[src/rtl/img_write_bmp.sv]
// rtl/img_write_bmp.sv - serialises pixel pairs into a 24-bit top-down BMP byte stream
module img_write_bmp #(
    parameter int WIDTH  = 768,
    parameter int HEIGHT = 512
) (
    input  logic       HCLK,
    input  logic       HRESETn,
    input  logic       in_valid,
    output logic       in_ready,
    input  logic [7:0] DATA_R0,
    input  logic [7:0] DATA_G0,
    input  logic [7:0] DATA_B0,
    input  logic [7:0] DATA_R1,
    input  logic [7:0] DATA_G1,
    input  logic [7:0] DATA_B1,
    output logic [7:0] out_data,
    output logic       out_valid,
    input  logic       out_ready,
    output logic       ctrl_done
);

    localparam int ROWB  = 3 * WIDTH;
    localparam int PAD   = (4 - ROWB % 4) % 4;
    localparam int IMG   = HEIGHT * (ROWB + PAD);
    localparam int FSZ   = 54 + IMG;
    localparam int COL_W = $clog2(WIDTH) + 1;
    localparam int ROW_W = $clog2(HEIGHT) + 1;

    localparam logic [31:0] FSZ_F  = 32'(FSZ);
    localparam logic [31:0] IMG_F  = 32'(IMG);
    localparam logic [31:0] WID_F  = 32'(WIDTH);
    localparam logic [31:0] NEGH_F = 32'(-HEIGHT);

    localparam logic [COL_W-1:0] COL_LAST = COL_W'(WIDTH - 2);
    localparam logic [ROW_W-1:0] ROW_LAST = ROW_W'(HEIGHT - 1);
    localparam logic [1:0]       PAD_LAST = 2'((PAD > 0) ? PAD - 1 : 0);

    typedef enum logic [2:0] {S_IDLE, S_HDR, S_PIX, S_PAD, S_DONE} state_t;

    state_t             state;
    state_t             state_next;
    logic [5:0]         hdr_idx;
    logic [2:0]         byte_idx;
    logic [1:0]         pad_idx;
    logic [COL_W-1:0]   col;
    logic [ROW_W-1:0]   row;
    logic [47:0]        pix_buf;

    logic xfer;
    logic beat;
    logic hdr_last;
    logic beat_drained;
    logic row_end;
    logic last_row;
    logic pad_last;

    assign xfer         = out_valid & out_ready;
    assign beat         = in_valid & in_ready;
    assign hdr_last     = (hdr_idx == 6'd53);
    assign beat_drained = (byte_idx == 3'd5);
    assign row_end      = (col == COL_LAST);
    assign last_row     = (row == ROW_LAST);
    assign pad_last     = (pad_idx == PAD_LAST);

    // Header ROM: each byte is picked out of its little-endian 32-bit field.
    function automatic logic [7:0] hdr_byte(input logic [5:0] idx);
        logic [31:0] field;
        logic [5:0]  base;
        logic [1:0]  off;
        field = 32'd0;
        base  = 6'd46;
        if (idx <= 6'd1) begin
            field = 32'h0000_4D42; base = 6'd0;
        end else if (idx <= 6'd5) begin
            field = FSZ_F;         base = 6'd2;
        end else if (idx <= 6'd9) begin
            field = 32'd0;         base = 6'd6;
        end else if (idx <= 6'd13) begin
            field = 32'd54;        base = 6'd10;
        end else if (idx <= 6'd17) begin
            field = 32'd40;        base = 6'd14;
        end else if (idx <= 6'd21) begin
            field = WID_F;         base = 6'd18;
        end else if (idx <= 6'd25) begin
            field = NEGH_F;        base = 6'd22;
        end else if (idx <= 6'd27) begin
            field = 32'd1;         base = 6'd26;
        end else if (idx <= 6'd29) begin
            field = 32'd24;        base = 6'd28;
        end else if (idx <= 6'd33) begin
            field = 32'd0;         base = 6'd30;
        end else if (idx <= 6'd37) begin
            field = IMG_F;         base = 6'd34;
        end else if (idx <= 6'd41) begin
            field = 32'd2835;      base = 6'd38;
        end else if (idx <= 6'd45) begin
            field = 32'd2835;      base = 6'd42;
        end
        off = 2'(idx - base);
        return field[{off, 3'b000} +: 8];
    endfunction

    always_ff @(posedge HCLK or negedge HRESETn) begin
        if (!HRESETn) begin
            state <= S_IDLE;
        end else begin
            state <= state_next;
        end
    end

    always_comb begin
        state_next = state;
        case (state)
            S_IDLE: if (in_valid) state_next = S_HDR;
            S_HDR:  if (xfer && hdr_last) state_next = S_PIX;
            S_PIX: begin
                if (xfer && beat_drained && row_end) begin
                    if (PAD > 0)       state_next = S_PAD;
                    else if (last_row) state_next = S_DONE;
                end
            end
            S_PAD:  if (xfer && pad_last) state_next = last_row ? S_DONE : S_PIX;
            S_DONE: state_next = S_IDLE;
            default: state_next = S_IDLE;
        endcase
    end

    // The beat buffer is full exactly while out_valid is high in PIX.
    always_comb begin
        in_ready = (state == S_PIX) && !out_valid;
    end

    always_ff @(posedge HCLK or negedge HRESETn) begin
        if (!HRESETn) begin
            out_valid <= 1'b0;
            out_data  <= 8'd0;
            ctrl_done <= 1'b0;
            hdr_idx   <= '0;
            byte_idx  <= '0;
            pad_idx   <= '0;
            col       <= '0;
            row       <= '0;
            pix_buf   <= '0;
        end else begin
            if (state_next == S_DONE && state != S_DONE) begin
                ctrl_done <= 1'b1;
            end else if (state == S_IDLE && in_valid) begin
                ctrl_done <= 1'b0;
            end

            case (state)
                S_IDLE: begin
                    if (in_valid) begin
                        hdr_idx   <= '0;
                        out_valid <= 1'b1;
                        out_data  <= hdr_byte(6'd0);
                    end
                end
                S_HDR: begin
                    if (xfer) begin
                        if (hdr_last) begin
                            out_valid <= 1'b0;
                            col       <= '0;
                            row       <= '0;
                        end else begin
                            hdr_idx  <= hdr_idx + 6'd1;
                            out_data <= hdr_byte(hdr_idx + 6'd1);
                        end
                    end
                end
                S_PIX: begin
                    if (beat) begin
                        pix_buf   <= {DATA_R1, DATA_G1, DATA_B1, DATA_R0, DATA_G0, DATA_B0};
                        byte_idx  <= '0;
                        out_valid <= 1'b1;
                        out_data  <= DATA_B0;
                    end else if (xfer) begin
                        if (!beat_drained) begin
                            byte_idx <= byte_idx + 3'd1;
                            out_data <= pix_buf[{byte_idx + 3'd1, 3'b000} +: 8];
                        end else begin
                            col <= row_end ? '0 : col + COL_W'(2);
                            if (row_end && PAD > 0) begin
                                pad_idx  <= '0;
                                out_data <= 8'd0;
                            end else begin
                                out_valid <= 1'b0;
                                if (row_end && !last_row) row <= row + ROW_W'(1);
                            end
                        end
                    end
                end
                S_PAD: begin
                    if (xfer) begin
                        if (pad_last) begin
                            out_valid <= 1'b0;
                            if (!last_row) row <= row + ROW_W'(1);
                        end else begin
                            pad_idx <= pad_idx + 2'd1;
                        end
                    end
                end
                default: ;
            endcase
        end
    end

endmodule
[config.mk]
export PLATFORM = sky130hd
export DESIGN_NAME = img_write_bmp
export DESIGN_NICKNAME = d
export VERILOG_FILES = /design/src/rtl/img_write_bmp.sv
export SDC_FILE = /design/constraint.sdc
export NUM_CORES = 1
export LEC_CHECK = 0
export BUFFER_PORTS_ARGS = -buffer_cell sky130_fd_sc_hd__buf_2
export CAP_MARGIN = 20
export CORE_UTILIZATION = 45
export CTS_CLUSTER_DIAMETER = 150
export DETAILED_ROUTE_END_ITERATION = 16
export GPL_ROUTABILITY_DRIVEN = 0
export SYNTH_ARGS = -nofsm -noshare
export SYNTH_HDL_FRONTEND = slang
export SYNTH_SLANG_ARGS = --single-unit
[constraint.sdc]
create_clock -name HCLK -period 3.6 [get_ports HCLK]
set_input_delay 0.54 -clock HCLK [delete_from_list [all_inputs] [get_ports HCLK]]
set_output_delay 0.54 -clock HCLK [all_outputs]
set_load 0.01 [all_outputs]
==> impl_results.rst <==
.. list-table::
   :header-rows: 1

   * - Metric
     - Value
   * - Number of buffers created by CTS
     - 9
   * - Overall global routing resource usage
     - 24.7%
   * - Starting density of the core
     - between 40% and 50%
   * - I/O pin cnt
     - 63
   * - Non-filler instance count after layout
     - 930
   * - Dpl hpwl
     - about 11 mm
   * - Largest area contributor in the synthesized netlist
     - dfrtp_1
   * - TritonCTS clock tree
     - built
   * - Predominant post-synthesis flop cell
     - dfrtp_1
   * - Die extent in x
     - 115 um
   * - Worst-case clock buffer depth
     - 2
   * - Placement Setup Slack
     - roughly 590 ps
   * - Final core area utilization
     - a little over half
   * - Worst slew margin
     - between 50% and 60%
   * - WL per Instance
     - 16.4 um
   * - Crit-path most repeated cell
     - buf_4
   * - Maximum number of pins on one net before global-route repair
     - 49
   * - CTS H-tree depth
     - 3
   * - RSZ-0062 raised after global routing
     - no
   * - Clock latency of the later-clocked register in the worst-skew pair
     - 360 ps
   * - Filler instances
     - 1172
   * - Max-slew violations
     - 0
   * - Post-synth EDFFs
     - 0
   * - Share of the cycle needed by the critical path after routing
     - 85.8%
   * - Aggregate routed wire length
     - 15.3 mm
   * - Highest net fanout along the worst path
     - 15
   * - Worst-case setup margin in the final layout
     - 513 ps
   * - Count of routing violations after the opening detailed-route iteration
     - 440
   * - Root buf cell
     - clkbuf_16
   * - Antenna diode count
     - 0
   * - Total power
     - 3.54 mW
   * - Quantity of I/O buffers inserted on ports
     - 62
   * - Top cell family by delay on the critical path
     - buffers and inverters
   * - WP data required
     - around 3800 ps
   * - Kind of start point of the critical path
     - flop
   * - Die Y-Extent
     - 115 um
   * - Post-synth design cell area
     - 5760 um2
   * - Hold-fix buffers at CTS
     - 0
   * - Number of nets with antenna violations after routing
     - 0
   * - Area after detailed placement
     - 6210 um2
   * - Result of the run
     - finished, final reports clean
   * - Transition time at the pin with the least slew margin
     - 731 ps
   * - Final non-filler cell area
     - 6490 um2
   * - Cell types with the largest area share after synthesis
     - dfrtp_1 40%, nand2_1 12%, o21ai_0 4.6%, nor2_1 4.2%, mux4_2 3.1%
   * - Total Neg Setup Slack
     - 0 ps
   * - Static leakage
     - between 2 and 3 nW
   * - DRC violation count after routing
     - 0
   * - Instance count of the mapped netlist
     - 717
   * - Crit Path Class
     - flop to flop
   * - Count of state elements after synthesis
     - 92
   * - Count of buffer and inverter cells on the critical path
     - 3
   * - Count of distinct cell types in the synthesized netlist
     - 64
   * - Worst hold slack
     - 213 ps
   * - Crit path largest cell delay
     - ~480 ps
   * - Period minus WS final
     - 3090 ps
   * - Post-synthesis async set-or-reset flop share
     - 100%
   * - Total placed cells including tap cells
     - 914
   * - Largest clock skew in the final design
     - about 9 ps
   * - Site row count
     - 40
   * - Router iterations before antenna repair
     - 5
   * - CP endpoint kind
     - flop
   * - Average cell area after synthesis
     - 8.04 um2
   * - Antenna violations before repair
     - 0
   * - Number of global-route vias before repair
     - roughly 5000
   * - Die Area
     - around 13000 um2
   * - Routed via count
     - approximately 5400
   * - Area share of the largest cell type after synthesis
     - 40.0%
   * - Achievable clock frequency
     - 324 MHz
   * - Yosys warns
     - 0
   * - Share of post-route cells with drive strength above 1
     - 14.8%
   * - Via density per instance
     - around 5.8
   * - Worst ir drop on vdd
     - 0.275 mV
   * - Clk slew on worst S/H paths
     - 70 ps
   * - Cell area power density
     - 545 nW/um2
   * - Number of failing hold endpoints at the final stage
     - 0
   * - Setup Buffers After CTS
     - 0
   * - Net count reported at finish
     - 817
   * - Post-CTS Resized
     - 0
   * - Cell with the biggest individual delay on the critical path
     - dfrtp_1
   * - Sequential area share after synthesis
     - roughly 40%
   * - Critical path, cell by cell
     - buf_4, ha_1, buf_4, nand2b_1, o21ai_0, a221o_1, nand3_1, xor2_1, buf_4, mux2i_1, a21oi_1
   * - Hold Path Class
     - primary input to asynchronous set/reset pin
   * - Final setup fails
     - 0
   * - Synthesis-to-finish area growth
     - 12.7%
   * - Max Cap Viol
     - 0
   * - Data arrival, critical path
     - 3320 ps
   * - Wire length of the first global-routing pass
     - 25.5 mm
   * - Total nets after synthesis
     - roughly 800
   * - Placeable core region
     - 12300 um2
   * - Clock tree sinks
     - 92
   * - Overflow left after global routing
     - 0
-- cell families after synthesis --
family	after synthesis	share of synthesized area (%)
flip-flops	92	40.0
adder cells (fa/ha/maj)	8	1.74
multiplexers	25	6.10
AND/OR/NAND/NOR	353	26.8
buffers and inverters	63	4.50
XOR/XNOR	11	2.00
AO/OA/AOI/OAI	165	18.9
-- cell type report --
cell class	instances	area [um2]	area share, %
Timing Repair Buffer	80	448	6.90
Clock inverter	7	56.3	0.867
Inverter	12	45.0	0.694
Tap cell	168	210	3.24
Multi-Input combinational cell	562	3210	49.4
Clock buffer	9	225	3.47
Sequential cell	92	2300	35.4
-- final timing paths --
| path | from | to | slack (ps) | cells past startpoint |
|---|---|---|---|---|
| worst min register to register | pix_buf[5] | pix_buf[5] | 480 | 2 |
| worst min-delay path | HRESETn | hdr_idx[2] | 210 | 1 |
| min in group HCLK | DATA_R1[2] | pix_buf[42] | 370 | 3 |
| worst max register to register | hdr_idx[0] | out_data[4] | 510 | 11 |
| worst max-delay path | hdr_idx[0] | out_data[4] | 510 | 11 |
| max in group asynchronous | HRESETn | out_data[3] | 2580 | 2 |
-- metal layers --
layer	GRT usage (%)	vias to the layer above	wire length, um
met5	0	-	0
met2	37.8	185	6970
met3	4.80	27	889
met1	34.4	2529	7070
met4	10.0	0	337
li1	-	2614	-
-- state kept, by name, summed over array words and instances (netlist names) --
register / cells
hdr_idx: 6
byte_idx: 3
col: 10
pad_idx: 2
row: 10
ctrl_done: 1
pix_buf: 48
out_data: 8
out_valid: 1
state: 3
-- Yosys cell counts, types with 3 or more instances --
master / number
nand2b_1: 14
a221oi_1: 4
a22oi_1: 6
mux4_2: 8
mux2i_1: 16
o31ai_1: 11
a21oi_1: 19
o311ai_0: 3
clkbuf_1: 31
o21ai_0: 53
nand4_1: 6
xnor2_1: 9
ha_1: 8
and2_1: 5
nor2_1: 65
o211ai_1: 6
inv_1: 9
or3_1: 4
a211o_1: 3
buf_2: 12
a211oi_1: 8
o22ai_1: 9
dfrtp_1: 92
nor2b_1: 5
nand2_1: 191
a31oi_1: 13
buf_1: 7
nand3_1: 23
nor3_1: 15
nand3b_1: 3
and3_1: 11
a221o_1: 3
-- cells in the final DEF (no fill, tap or decap), types with 9 or more instances in the layout --
cell type,netlist,routed
a21oi_1,19,19
and3_1,11,11
a31oi_1,13,13
nor3_1,15,15
buf_4,0,19
buf_2,12,61
nand3_1,23,23
xnor2_1,9,9
nand2b_1,14,14
dfrtp_1,92,92
o22ai_1,9,9
nand2_1,191,191
o21ai_0,53,53
nor2_1,65,64
inv_1,9,9
o31ai_1,11,11
clkbuf_16,0,9
mux2i_1,16,16
-- report_power, final --
part	internal [mW]	switching, mW	total [mW]
sequential	1.12	0.161	1.28
combinational	0.519	0.816	1.33
clock	0.480	0.445	0.924
total	2.12	1.42	3.54
No activity file was read; power rests on OpenSTA's default activity.
